File: config.mk
export PLATFORM = sky130hd
export DESIGN_NAME = div_unit_flat
export DESIGN_NICKNAME = d
export VERILOG_FILES = /design/src/rtl/div_unit_if.sv /design/src/rtl/div_unit.sv /design/src/flat_wrapper.sv
export SDC_FILE = /design/constraint.sdc
export NUM_CORES = 1
export LEC_CHECK = 0
export ABC_AREA = 1
export CORE_MARGIN = 2
export CORE_UTILIZATION = 45
export CTS_CLUSTER_SIZE = 25
export DETAILED_ROUTE_END_ITERATION = 12
export GPL_TIMING_DRIVEN = 0
export MAX_ROUTING_LAYER = met4
export PLACE_DENSITY = 0.65
export SLEW_MARGIN = 10
export SYNTH_ARGS = -nofsm -noshare
export SYNTH_HDL_FRONTEND = slang
export SYNTH_SLANG_ARGS = --single-unit
File: constraint.sdc
create_clock -name clk -period 5.7 [get_ports clk]
set_input_delay 1.425 -clock clk [delete_from_list [all_inputs] [get_ports clk]]
set_output_delay 1.425 -clock clk [all_outputs]
set_load 0.05 [all_outputs]
File: src/rtl/div_unit_if.sv
// Handshake bundle between the EX stage and the multi-cycle divider.
// start_i is held high by EX until ready_o is seen; annul_i cancels; stallreq_o asks ctrl to freeze the front end.
interface div_unit_if #(
    parameter int DATA_W = 32
);
    logic                  signed_div_i;
    logic [DATA_W-1:0]     opdata1_i;
    logic [DATA_W-1:0]     opdata2_i;
    logic                  start_i;
    logic                  annul_i;
    logic [2*DATA_W-1:0]   result_o;
    logic                  ready_o;
    logic                  stallreq_o;
    logic [1:0]            state_o;

    modport master (
        output signed_div_i, opdata1_i, opdata2_i, start_i, annul_i,
        input  result_o, ready_o, stallreq_o, state_o
    );

    modport slave (
        input  signed_div_i, opdata1_i, opdata2_i, start_i, annul_i,
        output result_o, ready_o, stallreq_o, state_o
    );
endinterface

File: src/rtl/div_unit.sv
// Restoring divider, one quotient bit per cycle; result_o = {remainder, quotient}.
// Signed operands are divided as magnitudes and the signs are fixed up on the final edge.
module div_unit #(
    parameter int DATA_W = 32,
    parameter int CNT_W  = 6
) (
    input  logic        clk,
    input  logic        rst,
    div_unit_if.slave   bus
);
    typedef enum logic [1:0] {
        IDLE   = 2'd0,
        BYZERO = 2'd1,
        ON     = 2'd2,
        END    = 2'd3
    } state_t;

    state_t                state_q, state_d;
    logic [CNT_W-1:0]      cnt_q, cnt_d;
    logic [DATA_W-1:0]     dividend_q, dividend_d;
    logic [DATA_W-1:0]     divisor_q, divisor_d;
    logic [DATA_W-1:0]     rem_q, rem_d;
    logic [DATA_W-1:0]     quot_q, quot_d;
    logic                  quot_neg_q, quot_neg_d;
    logic                  rem_neg_q, rem_neg_d;
    logic [2*DATA_W-1:0]   result_q, result_d;
    logic                  ready_q, ready_d;

    // One DATA_W+1 wide step: the shifted remainder can exceed DATA_W bits.
    logic [DATA_W:0]       shifted;
    logic [DATA_W:0]       diff;
    logic                  ge;
    logic [DATA_W-1:0]     quot_fix;
    logic [DATA_W-1:0]     rem_fix;

    assign shifted  = {rem_q, dividend_q[DATA_W-1]};
    assign diff     = shifted - {1'b0, divisor_q};
    assign ge       = (shifted >= {1'b0, divisor_q});
    assign quot_fix = quot_neg_q ? (~quot_q + 1'b1) : quot_q;
    assign rem_fix  = rem_neg_q  ? (~rem_q  + 1'b1) : rem_q;

    always_comb begin
        state_d    = state_q;
        cnt_d      = cnt_q;
        dividend_d = dividend_q;
        divisor_d  = divisor_q;
        rem_d      = rem_q;
        quot_d     = quot_q;
        quot_neg_d = quot_neg_q;
        rem_neg_d  = rem_neg_q;
        result_d   = result_q;
        ready_d    = ready_q;

        unique case (state_q)
            IDLE: begin
                result_d = '0;
                ready_d  = 1'b0;
                if (bus.start_i && !bus.annul_i) begin
                    if (bus.opdata2_i == '0) begin
                        state_d = BYZERO;
                    end else begin
                        state_d = ON;
                        cnt_d   = '0;
                        rem_d   = '0;
                        quot_d  = '0;
                        if (bus.signed_div_i) begin
                            dividend_d = bus.opdata1_i[DATA_W-1] ? (~bus.opdata1_i + 1'b1) : bus.opdata1_i;
                            divisor_d  = bus.opdata2_i[DATA_W-1] ? (~bus.opdata2_i + 1'b1) : bus.opdata2_i;
                            quot_neg_d = bus.opdata1_i[DATA_W-1] ^ bus.opdata2_i[DATA_W-1];
                            rem_neg_d  = bus.opdata1_i[DATA_W-1];
                        end else begin
                            dividend_d = bus.opdata1_i;
                            divisor_d  = bus.opdata2_i;
                            quot_neg_d = 1'b0;
                            rem_neg_d  = 1'b0;
                        end
                    end
                end
            end
            BYZERO: begin
                state_d  = END;
                result_d = '0;
                ready_d  = 1'b1;
            end
            ON: begin
                if (bus.annul_i) begin
                    state_d  = IDLE;
                    result_d = '0;
                    ready_d  = 1'b0;
                end else if (cnt_q == CNT_W'(DATA_W)) begin
                    state_d  = END;
                    result_d = {rem_fix, quot_fix};
                    ready_d  = 1'b1;
                end else begin
                    rem_d      = ge ? diff[DATA_W-1:0] : shifted[DATA_W-1:0];
                    quot_d     = {quot_q[DATA_W-2:0], ge};
                    dividend_d = {dividend_q[DATA_W-2:0], 1'b0};
                    cnt_d      = cnt_q + 1'b1;
                end
            end
            END: begin
                if (bus.annul_i || !bus.start_i) begin
                    state_d  = IDLE;
                    result_d = '0;
                    ready_d  = 1'b0;
                end
            end
            default: state_d = IDLE;
        endcase
    end

    always_ff @(posedge clk) begin
        if (rst) begin
            state_q    <= IDLE;
            cnt_q      <= '0;
            dividend_q <= '0;
            divisor_q  <= '0;
            rem_q      <= '0;
            quot_q     <= '0;
            quot_neg_q <= 1'b0;
            rem_neg_q  <= 1'b0;
            result_q   <= '0;
            ready_q    <= 1'b0;
        end else begin
            state_q    <= state_d;
            cnt_q      <= cnt_d;
            dividend_q <= dividend_d;
            divisor_q  <= divisor_d;
            rem_q      <= rem_d;
            quot_q     <= quot_d;
            quot_neg_q <= quot_neg_d;
            rem_neg_q  <= rem_neg_d;
            result_q   <= result_d;
            ready_q    <= ready_d;
        end
    end

    assign bus.result_o   = result_q;
    assign bus.ready_o    = ready_q;
    assign bus.stallreq_o = bus.start_i & ~ready_q & ~bus.annul_i;
    assign bus.state_o    = state_q;
endmodule

File: src/flat_wrapper.sv
// flat-port wrapper written by rule: the top's interface ports become plain ports
module div_unit_flat 
#(
    parameter int DATA_W = 32,
    parameter int CNT_W  = 6
)
  (clk, rst, bus_signed_div_i, bus_opdata1_i, bus_opdata2_i, bus_start_i, bus_annul_i, bus_result_o, bus_ready_o, bus_stallreq_o, bus_state_o);
  div_unit_if #(.DATA_W(DATA_W)) bus_i ();
  input  logic clk;
  input  logic rst;
  input wire logic [$bits(bus_i.signed_div_i)-1:0] bus_signed_div_i;
  input wire logic [$bits(bus_i.opdata1_i)-1:0] bus_opdata1_i;
  input wire logic [$bits(bus_i.opdata2_i)-1:0] bus_opdata2_i;
  input wire logic [$bits(bus_i.start_i)-1:0] bus_start_i;
  input wire logic [$bits(bus_i.annul_i)-1:0] bus_annul_i;
  output wire logic [$bits(bus_i.result_o)-1:0] bus_result_o;
  output wire logic [$bits(bus_i.ready_o)-1:0] bus_ready_o;
  output wire logic [$bits(bus_i.stallreq_o)-1:0] bus_stallreq_o;
  output wire logic [$bits(bus_i.state_o)-1:0] bus_state_o;
  assign bus_i.signed_div_i = bus_signed_div_i;
  assign bus_i.opdata1_i = bus_opdata1_i;
  assign bus_i.opdata2_i = bus_opdata2_i;
  assign bus_i.start_i = bus_start_i;
  assign bus_i.annul_i = bus_annul_i;
  assign bus_result_o = bus_i.result_o;
  assign bus_ready_o = bus_i.ready_o;
  assign bus_stallreq_o = bus_i.stallreq_o;
  assign bus_state_o = bus_i.state_o;
  div_unit #(.DATA_W(DATA_W), .CNT_W(CNT_W)) u_core (.clk(clk), .rst(rst), .bus(bus_i));
endmodule
# Word-level counts from Yosys, hierarchy flattened
# Index checks and enable logic that the tools add are counted.
# word_totals
register_bits	203
latch_bits	0
ram_bits	0
mem_bits_ro	0
word_cells	90
mem_count	0
# classes
add_sub_neg	6
mul	0
div_mod_pow	0
n_lt_le_gt_ge	1
eq_ne	10
shifts	0
n_mux	41
bitwise_logic	10
n_reduce_logical	12
# ops
operator	n
32-bit two-way mux	17
64-bit two-way mux	3
32-bit one-hot mux with 2 select lines	3
64-bit one-hot mux with 3 select lines	1
32-bit by 1-bit adder with 32-bit output (second input constant)	4
32-bit inverter	4
33-bit by 32-bit greater-or-equal comparator with 1-bit output	1
32-bit logical NOT	1
32-bit subtractor	1
6-bit two-way mux	4
6-bit one-hot mux with 2 select lines	1
2-bit two-way mux	5
2-bit one-hot mux with 4 select lines	1
6-bit by 1-bit adder with 6-bit output (second input constant)	1
6-bit == test (second input constant)	1
2-bit inequality test (second input constant)	3
3-bit AND reduction	2
1-bit two-way mux	5
5-bit AND reduction	1
2-bit == test (second input constant)	2
2-bit by 1-bit inequality test with 1-bit output (second input constant)	2
1-bit one-hot mux with 4 select lines	1
3-bit by 2-bit inequality test with 1-bit output (second input constant)	1
1-bit inverter	3
other kinds (10)	12

# Longest topological paths before layout
# Gate-level depths: netlist (run 1).
# depth
word_depth	7
mapped_depth	17
mapped_depth_nobuf	16

# Worst setup path before layout (run 1)
# OpenSTA, ideal clock, no wires.
# synth_timing
path_type	input -> output
from	in bus_annul_i
to	out bus_stallreq_o
t_arrival_ns	2.194
required_ns	4.275
setup_slack_ns	2.081
path_stages	3
path_buffers	0
cell_sequence	inv_1 nand2_1 nor2_1
# synth_via
elab_chain_len	2
# synth_rtl
item	line_no	text
start: declaration	flat_wrapper.sv:15	input wire logic [$bits(bus_i.annul_i)-1:0] bus_annul_i;
1-bit inverter	div_unit.sv:140	assign bus.stallreq_o = bus.start_i & ~ready_q & ~bus.annul_i;
1-bit AND	div_unit.sv:140	
end: declaration	flat_wrapper.sv:18	output wire logic [$bits(bus_i.stallreq_o)-1:0] bus_stallreq_o;
# Every way passes these cells.

# Worst setup path in the final report (run 1)
# Ends and elaborated chain as after synthesis.

==> results.md, run 1 <==
* Status: complete, no violations
* GR Util met2 at 47.1%
* Antenna Nets Post-Route at 0
* Setup bufs post-CTS at 0
* Synth cell types at 40
* Post-synthesis share of cell area spent on full adders, half adders and majority gates at 3.98%
* Crit path launch type: primary input
* Fraction of layout cells with a size suffix above 1 at 4.21%
* FF+latch area at 0.00406 mm^2
* Synthesized area per cell at 6.03 um^2
* Die width at 179 um
* Tmin final at 4470 ps
* First-pass GRT wire length at 73000 um
* # hold bufs at CTS at 0
* Cell Rows at 63
* Global Route met3 Usage at 2.75%
* Most used routing layer: met2
* Worst EP arrival at 3040 ps
* Clock buffer count from CTS at 23
* Cells after Synth at 2276
* Top post-synthesis cells by area: dfxtp_1 (30%), nand2_1 (20%), inv_1 (7.8%)
* Tot GR Track Use at 29.9%
* P_leak at 7.49 nW
* Hold Vio Cnt, Final at 0
* CTS root buffer: clkbuf_16
* CP Capture Type: output pin
* Worst-Skew Late Latency at 530 ps
* Most frequent cells after synthesis: nand2_1 (743), inv_1 (285), nand3_1 (211)
* # fillers at 3145
* Initial antenna violation count at 0
* Largest family of logic cells by synthesized area: simple AND/OR/NAND/NOR gates
* Met1 GRT Util at 41.9%
* Ant diodes at 0
* H-Tree Depth at 1
* Mapped Nets at 2388
* CP Max Fanout at 3
* Seq/Total Area, Yosys at 29.6%
* Die area at 0.0319 mm^2
* Vias in the first global route at 13668
* Final Cycle Share at 78.4%
* Crit-path cells: clkdlybuf4s50_1 > inv_1 > nand2_1 > nor2_1 > clkdlybuf4s50_1
* Setup CP Type: in -> out
* Buffers on Ports at 135
* Worst Tran Pin Value at 842 ps
* Post-DP HPWL at 37700 um
* Die H at 179 um
* I/O Pins at 137
* Post-synth top area cell: dfxtp_1
* Area of the multi-input gates at 0.00814 mm^2
* Compound-gate portion of the synthesized area at 13.3%
* RSZ-0062 raised after global routing: no
* Hold/Removal Path Class: reg -> reg
* Detailed Routing Iterations Pass 1 at 6
* Mux cell area share after synthesis at 0%
* Mapped Area at 0.0137 mm^2
* Pin count of the biggest net entering global routing at 13
* Core Area at 0.0298 mm^2
* Routed wire length at 46700 um
* Final Max Tran Viols at 0
* Cell mode on critical path: clkdlybuf4s50_1
* Top-count cell post-synth: nand2_1
* Crit-path max cell delay at 820 ps
* Max IR drop VDD at 0.214 mV
* Initial Utilization at 46.0%
* Synth Flop Type: dfxtp_1
* Clock Sinks at 203
* Total gr overflow at 0
* Synth warn at 0
* PostCTS Resize Cnt at 0
* DRC at 0
* Synth Area in XOR/XNOR at 4.72%
* Fmax at 0.224 GHz
* Final setup violation count at 0
* Setup_tns at 0 ps
* Post-layout nets at 2548
* Relative slew slack at 43.9%
* Starting DRT DRC Count at 1153
* Power per Cell Area at 375 mW/mm^2
* Max cap viols at 0
* Crit path max-delay cell type: clkdlybuf4s50_1
* Clk buf depth at 3
* Vias post-DR at 15027
* Vias per cell at 5.30
* Clk pin slew, worst setup/hold paths at 60 ps
* Share of the synthesized area in the top cell type at 29.6%
* CP Data Required Time at 4280 ps
* Post-synth EDFFs at 0
* Worst Skew at 10.8 ps
* GP Congestion at 0.947
* Synthesis-to-finish area growth at 19.0%
* WL per Instance at 16.4 um
* Post-synthesis register bit count at 203
* Design Power at 6.11 mW
* FFs w/ async S/R, synth at 0%
* CTS tree: yes
* Simple-gate area share of the yosys netlist at 37.3%
[cells in the final DEF, fill, tap and decap left out, types with 3 or more instances in the layout]
cell / synthesis / layout
nand2_1: 743 / 743
inv_1: 285 / 285
nand3_1: 211 / 211
a21oi_1: 206 / 206
dfxtp_1: 203 / 203
nor2_1: 196 / 196
clkdlybuf4s50_1: 0 / 135
o21ai_0: 92 / 92
clkbuf_1: 49 / 50
xor2_1: 47 / 47
ha_1: 42 / 42
nand4_1: 28 / 28
xnor2_1: 27 / 27
buf_2: 24 / 24
clkbuf_16: 0 / 23
a31oi_1: 22 / 22
or2_2: 13 / 13
nand3b_1: 13 / 13
nor3_1: 12 / 12
o211ai_1: 7 / 7
buf_4: 7 / 7
buf_6: 6 / 6
inv_2: 4 / 4
and2_1: 4 / 4
o31ai_1: 4 / 4
clkinv_2: 0 / 4
buf_1: 3 / 3
nor2_4: 3 / 3
nand2_2: 3 / 3
nor2_2: 3 / 3
bufinv_16: 0 / 3
clkbuf_8: 0 / 3
[routing by layer]
| metal | part of all wire (%) | up-vias |
|---|---|---|
| li1 | - | 7574 |
| met1 | 48 | 6928 |
| met2 | 44 | 478 |
| met3 | 6.2 | 47 |
| met4 | 1.4 | 0 |
| met5 | 0 | - |
[final timing paths]
| check | depth (start not counted) | endpoint | slack, ps | startpoint |
|---|---|---|---|---|
| hold / removal | 2 | u_core.divisor_q[2] | 460 | u_core.divisor_q[2] |
| setup / recovery | 5 | bus_stallreq_o | 1230 | bus_annul_i |
| setup reg to reg | 12 | u_core.bus.result_o[35] | 2650 | u_core.bus.state_o[0] |
| hold reg to reg | 2 | u_core.divisor_q[2] | 460 | u_core.divisor_q[2] |
[logic make-up after synthesis]
group                      after synthesis
and+or+nand+nor                       1232
buffers and inverters                  378
adders and majority gates               43
AOI/OAI and AO/OA                      346
xor gates and xnor gates                74
DFF                                    203
[where the power goes]
part           internal (mW)  switching [mW]  leakage [nW]  total (mW)
logic                  0.881            2.03          5.47        2.91
clock network          0.911           0.610         0.378        1.52
registers               1.58           0.103          1.64        1.68
[cell type report]
| type | instances | area share, % |
|---|---|---|
| multi-input combinational | 1695 | 49.9 |
| sequential | 203 | 24.9 |
| timing repair buffer | 135 | 8.28 |
| inverter | 289 | 6.65 |
| clock buffer | 27 | 3.80 |
| tap | 390 | 2.99 |
| buffer | 89 | 2.67 |
| clock inverter | 9 | 0.851 |
[registers in the layout, indices dropped and copies added (netlist names), 2 cells and up]
register,cells
u_core.rem_q,32
u_core.dividend_q,32
u_core.cnt_q,6
u_core.quot_q,32
u_core.bus.result_o,64
u_core.divisor_q,32
u_core.bus.state_o,2
[worst max-delay path: cells and delay by family]
family | cells | cell delay [ps]
buf+inv | 3 | 1400
simple gates | 2 | 220
[metrics by stage]
step | std cells | util (%) | setup WS (ps) | hold slack [ps] | area [um^2]
4_1_cts | 2837 | 54.8 | 1210 | 458 | 16300
6_report | 2837 | 54.8 | 1230 | 462 | 16300
2_1_floorplan | 2276 | - | 2080 | 430 | 13700
3_3_place_gp | 2801 | 52.2 | 1220 | 446 | 15600
5_1_grt | 2837 | 54.8 | 1120 | 471 | 16300
3_5_place_dp | 2801 | 52.2 | 1230 | 450 | 15600
(Power assumes the default switching activity.)
==> inputs of run 2 (changes only) <==
Clock period 5.7 ns to 4.25 ns, I/O delays scaled along.
==> results of run 2 <==
The final DEF is identical to that of run 1. Status: complete, no violations.
Among the figures that moved: setup slack after placement 1230 ps -> 501 ps; setup slack after layout 1230 ps -> 506 ps; register-to-register setup slack 2650 ps -> 1200 ps; total power 6.11 mW -> 8.20 mW; worst IR drop on VDD 0.214 mV -> 0.288 mV
